$ cat config.mk
export PLATFORM = sky130hd
export DESIGN_NAME = lu_stream_engine
export DESIGN_NICKNAME = d
export VERILOG_FILES = /design/src/rtl/lu_pkg.sv /design/src/rtl/lu_cmd_fifo.sv /design/src/rtl/lu_stream_engine.sv
export SDC_FILE = /design/constraint.sdc
export NUM_CORES = 1
export LEC_CHECK = 0
export ABC_CLOCK_PERIOD_IN_PS = 4250
export CELL_PAD_IN_SITES_DETAIL_PLACEMENT = 0
export CELL_PAD_IN_SITES_GLOBAL_PLACEMENT = 2
export CORE_UTILIZATION = 42
export DETAILED_ROUTE_END_ITERATION = 16
export PLACE_DENSITY = 0.92
export SYNTH_ARGS = -nofsm -noshare
export SYNTH_HDL_FRONTEND = slang
export SYNTH_SLANG_ARGS = --single-unit
$ cat constraint.sdc
create_clock -name clk -period 4.25 [get_ports clk]
set_input_delay 0.85 -clock clk [delete_from_list [all_inputs] [get_ports clk]]
set_output_delay 0.85 -clock clk [all_outputs]
set_load 0.05 [all_outputs]
$ cat src/rtl/lu_pkg.sv
// Shared definitions for the logical-unit stream engine: opcodes, default width
// and the command record carried through the command FIFO.
package lu_pkg;

   localparam int LU_DW = 32;

   localparam logic [2:0] LU_AND  = 3'b000;
   localparam logic [2:0] LU_XOR  = 3'b001;
   localparam logic [2:0] LU_NAND = 3'b010;
   localparam logic [2:0] LU_OR   = 3'b011;
   localparam logic [2:0] LU_NOT  = 3'b100;
   localparam logic [2:0] LU_NOR  = 3'b101;
   localparam logic [2:0] LU_NEG  = 3'b110;
   localparam logic [2:0] LU_XNOR = 3'b111;

   typedef struct packed {
      logic [2:0]       opt;
      logic [LU_DW-1:0] a;
      logic [LU_DW-1:0] b;
   } lu_cmd_t;

endpackage

$ cat src/rtl/lu_cmd_fifo.sv
// Synchronous command FIFO with an asynchronously readable head entry so the
// consumer can evaluate the head in the same cycle it pops it.
module lu_cmd_fifo
   import lu_pkg::*;
#(
   parameter int  DEPTH = 4,
   parameter type cmd_t = lu_cmd_t
) (
   input  logic                     clk,
   input  logic                     rst,
   input  logic                     push,
   input  cmd_t                     wr_data,
   input  logic                     pop,
   output cmd_t                     rd_data,
   output logic                     full,
   output logic                     empty,
   output logic [$clog2(DEPTH):0]   count
);

   localparam int AW = $clog2(DEPTH);

   logic [AW-1:0] wr_ptr_reg;
   logic [AW-1:0] rd_ptr_reg;
   logic [AW:0]   count_reg;
   logic [AW:0]   count_next;
   logic          do_push;
   logic          do_pop;
   cmd_t          mem [DEPTH];

   assign full    = (count_reg == (AW+1)'(DEPTH));
   assign empty   = (count_reg == '0);
   assign do_push = push && !full;
   assign do_pop  = pop && !empty;
   assign rd_data = mem[rd_ptr_reg];
   assign count   = count_reg;

   // Storage is not reset; occupancy alone decides which entries are live.
   generate
      for (genvar gi = 0; gi < DEPTH; gi++) begin : g_entry
         always_ff @(posedge clk) begin
            if (do_push && (wr_ptr_reg == AW'(gi))) begin
               mem[gi] <= wr_data;
            end
         end
      end
   endgenerate

   always_comb begin
      count_next = count_reg;
      case ({do_push, do_pop})
         2'b10:   count_next = count_reg + (AW+1)'(1);
         2'b01:   count_next = count_reg - (AW+1)'(1);
         default: count_next = count_reg;
      endcase
   end

   // Pointers wrap naturally since DEPTH is a power of two.
   always_ff @(posedge clk) begin
      if (rst) begin
         wr_ptr_reg <= '0;
         rd_ptr_reg <= '0;
         count_reg  <= '0;
      end else begin
         if (do_push) wr_ptr_reg <= wr_ptr_reg + AW'(1);
         if (do_pop)  rd_ptr_reg <= rd_ptr_reg + AW'(1);
         count_reg <= count_next;
      end
   end

endmodule

$ cat src/rtl/lu_stream_engine.sv
// Streaming front end for the 32-bit logical unit: FIFO-buffered commands,
// one evaluation per cycle, held result register. Option: LU_ZERO_FLAG_EN.
module lu_stream_engine
   import lu_pkg::*;
#(
   parameter int DW    = LU_DW,
   parameter int DEPTH = 4
) (
   input  logic                     clk,
   input  logic                     rst,
   input  logic                     in_valid,
   output logic                     in_ready,
   input  logic [2:0]               in_opt,
   input  logic [DW-1:0]            in_a,
   input  logic [DW-1:0]            in_b,
   output logic                     out_valid,
   input  logic                     out_ready,
   output logic [DW-1:0]            out_ans,
   output logic [2:0]               out_opt,
   output logic                     out_zero,
   output logic [$clog2(DEPTH):0]   count
);

   typedef struct packed {
      logic [2:0]    opt;
      logic [DW-1:0] a;
      logic [DW-1:0] b;
   } cmd_t;

   cmd_t          wr_cmd;
   cmd_t          head;
   logic          full;
   logic          empty;
   logic          push;
   logic          pop;
   logic [DW-1:0] result;
   logic          out_valid_reg;
   logic [DW-1:0] ans_reg;
   logic [2:0]    opt_reg;

   assign wr_cmd = '{opt: in_opt, a: in_a, b: in_b};

   // in_ready comes from registered occupancy only, never from out_ready.
   assign in_ready = !full;
   assign push     = in_valid && !full;
   assign pop      = !empty && (!out_valid_reg || out_ready);

   lu_cmd_fifo #(
      .DEPTH (DEPTH),
      .cmd_t (cmd_t)
   ) u_fifo (
      .clk     (clk),
      .rst     (rst),
      .push    (push),
      .wr_data (wr_cmd),
      .pop     (pop),
      .rd_data (head),
      .full    (full),
      .empty   (empty),
      .count   (count)
   );

   always_comb begin
      result = '0;
      case (head.opt)
         LU_AND:  result = head.a & head.b;
         LU_XOR:  result = head.a ^ head.b;
         LU_NAND: result = ~(head.a & head.b);
         LU_OR:   result = head.a | head.b;
         LU_NOT:  result = ~head.b;
         LU_NOR:  result = ~(head.a | head.b);
         LU_NEG:  result = ~head.b + DW'(1);
         LU_XNOR: result = ~(head.a ^ head.b);
         default: result = '0;
      endcase
   end

   always_ff @(posedge clk) begin
      if (rst) begin
         out_valid_reg <= 1'b0;
         ans_reg       <= '0;
         opt_reg       <= '0;
      end else if (pop) begin
         out_valid_reg <= 1'b1;
         ans_reg       <= result;
         opt_reg       <= head.opt;
      end else if (out_valid_reg && out_ready) begin
         out_valid_reg <= 1'b0;
      end
   end

   assign out_valid = out_valid_reg;
   assign out_ans   = ans_reg;
   assign out_opt   = opt_reg;

`ifdef LU_ZERO_FLAG_EN
   logic zero_reg;

   always_ff @(posedge clk) begin
      if (rst) begin
         zero_reg <= 1'b0;
      end else if (pop) begin
         zero_reg <= (result == '0);
      end
   end

   assign out_zero = zero_reg;
`else
   assign out_zero = 1'b0;
`endif

endmodule
==> qor.txt <==
Fraction of layout cells with a size suffix above 1: 14.8%
Net Sw Frac: 39.1%
Crit path launch type: flip-flop
Outcome: finished, violations left
Clk pwr share: 23.8%
Setup CP Type: flip-flop to flip-flop
Largest reg by FF count: u_fifo.mem
Tmin final: 3.34 ns
CTS sink count: 313
Synth Register Bits: 313
Crit-path cells: mux4_1, inv_1, ha_1, nand2_1, o22ai_1, nand4_2, or4_1, a31oi_1, o21ai_1
Top post-synthesis cells by count: edfxtp_1 (268), inv_1 (73), ha_1 (70), nand2_1 (66), o21ai_0 (59)
Combinational group share of total power: 44.7%
Share of the synthesized area in the top cell type: 52.8%
Final hold slack: 0.454 ns
Hold Fails Final Rpt: 0
Synth Cell Area: 15200 sq um
Max Cap Viol: 0
Row cnt: 69
Post-CTS setup buffers: 0
Core footprint: 35700 sq um
Post-synth EDFFs: 268
Via count: 9632
Critical Path Sink Type: flip-flop
Final worst-path cycle share: 78.6%
Clk Latency, worst-skew pair: 0.53 ns
Global-route wire length before repair: 57500 microns
Failing checks: design-rule violations
Relative max-transition margin: 51.2%
CTS tree: done
Synth area leader: edfxtp_1
Fin Setup TNS: 0 ns
Pint: 7.86 mW
Drc violations: 12
Max Clock Skew: 0.0259 ns
Path type of the worst min-delay path: flip-flop to flip-flop
Synth Instances: 1091
Switch Pwr: 5.04 mW
Initial DRC count: 710
Worst path max stage delay: 0.71 ns
N_diodes: 0
H-tree levels: 2
RSZ-0062 raised after global routing: false
Most frequent cell after synthesis: edfxtp_1
Initial antenna violation count: 0
Die ar.: 37100 sq um
# setup viols final: 0
Max VDD drop: 0.587 mV
Buf/Inv on CP: 1
Wire per inst: 22.4 microns
I/O Buffers: 110
Number of flip-flops in the largest register: 268
Root Driver: clkbuf_16
Post-CTS Hold Fix Bufs: 0
CTS resizes: 0
Mapped Nets: 1233
Sequential area share after synthesis: 58.7%
Filler cell count: 2992
Arr. time, crit path: 3.75 ns
RePlAce Congestion: 0.801
Slew Limit Fails: 0
CP top delay family: simple AND/OR/NAND/NOR gates
Worst-Margin Slew: 0.728 ns
Io pins: 112
Ys Warns: 0
Initial core utilization: 42.7%
Flop pwr share: 31.6%
Max Buffers Root-to-Sink: 3
Fraction of registers with async set or reset after synthesis: 0%
Non-filler cells, final: 1685
Drt pass-1 iters: 11
Chip Width: 192 microns
Area Growth Syn to Fin: 18.5%
Power Dens Cells: 715 nW/um^2
Placed cells: 1622
Synth Area per Inst: 14.0 sq um
Grt ovf: 0
Synth unique cells: 68
Slowest cell on the critical path: mux4_1
Nets@finish: 1341
Vias in the first global route: 9448
Ys flop type: edfxtp_1
Routed vias/inst: 5.72
Dominant cells by area after synthesis: edfxtp_1 (53%), mux4_2 (8.4%), dfxtp_1 (5.9%), ha_1 (5.7%), mux2i_1 (2.1%)
Final wirelength: 37800 microns
Max FO, Critical Path: 14
Lkg Pwr: 6.21 nW
Fmax: 299 MHz
Die Y: 192 microns
Worst Path Required: 4.66 ns
Post-DP HPWL: 25400 microns
Antenna Nets Post-Route: 0
Clock slew at reported path FFs: 0.07 ns
Largest net degree at the start of global routing: 85
Overall Global Routing Usage: 20.8%
TritonCTS buffer count: 36
-- path summary, 6_finish.rpt --
| check | from | to | slack [ns] | cells past startpoint |
|---|---|---|---|---|
| min reg2reg | out_opt[1] | out_opt[1] | 0.45 | 2 |
| min | out_opt[1] | out_opt[1] | 0.45 | 2 |
| max | flip-flop | out_ans[10] | 0.91 | 9 |
| max reg2reg | flip-flop | out_ans[10] | 0.91 | 9 |
-- metal layers --
layer	part of all wire, %	GRT usage [%]	up-vias	routed length (microns)
met5	0	0	-	0
met3	5.4	3.46	48	2030
met4	2.2	5.75	0	821
met1	45	29.3	4867	17200
met2	47	33.2	285	17800
li1	-	-	4432	-
-- layout make-up --
type                    instances  area [sq um]  area share, %
flip-flops and latches        313          8960           49.6
multi-input cells             641          5710           31.6
repair buffers                134          1370           7.58
clock buffers                  42           955           5.29
well taps                     461           577           3.19
inverters                      73           274           1.52
clock inverters                21           215           1.19
-- through the flow --
step                setup slack, ns  total power [mW]  instance area [sq um]  utilization (%)
finish                        0.908              12.9                  18100             50.6
global route                  0.660              13.6                  18100             50.6
CTS                           0.868              13.0                  18100             50.6
detailed placement            0.877              9.89                  16900             47.4
global placement              0.937              9.81                  16900             47.4
floorplan                     0.794              8.18                  15200                -
-- tightest hold or removal path: cells and delay by family (launching register included) --
family | cells | cell delay [ns]
AO/OA/AOI/OAI | 1 | 0.05
flip-flops | 1 | 0.31
AND/OR/NAND/NOR | 1 | 0.05
-- power by group through the flow --
| stage | clock network, mW | registers [mW] | logic, mW |
|---|---|---|---|
| final | 3.07 | 4.07 | 5.76 |
| after CTS | 3.12 | 4.08 | 5.77 |
| after detailed placement | 0 | 4.15 | 5.75 |
| after floorplan | 0 | 4.50 | 3.68 |
| after global routing | 3.23 | 4.11 | 6.30 |
| after global placement | 0 | 4.13 | 5.69 |
-- placed cells by master, fill, tap and decap left out, types with 5 or more instances in the layout --
cell type and instances:
edfxtp_1 268, clkdlybuf4s50_1 110, inv_1 73, ha_1 70, nand2_1 66, mux4_2 60
o21ai_0 59, nor2_1 51, dfxtp_1 43, clkbuf_16 37, a21oi_1 35, mux2i_1 32
xnor2_1 26, nor3_1 23, o211ai_1 21, buf_4 17, mux2_2 16, a211oi_1 12
nand3_1 11, nor4_1 10, a31oi_1 8, o22ai_1 8, nand2b_1 7, a32oi_1 7
clkinv_1 7, buf_12 7, mux4_1 6, a22oi_1 6, o2111ai_1 6, or2_2 5
or3_1 5, a221o_1 5, o21a_1 5, a221oi_1 5, nor4_2 5
-- cell families (layout without fill, tap and decap cells) --
group,after synthesis,in the layout,synth area share [%]
flip-flops,313,313,58.7
AND/OR/NAND/NOR,216,216,7.55
AO/OA/AOI/OAI,209,209,9.04
buffers and inverters,137,270,3.81
multiplexers,114,114,13.3
adder cells (fa/ha/maj),71,71,5.88
XOR/XNOR,30,30,1.72
other,1,1,0.0246
No activity file was read; power rests on OpenSTA's default activity.
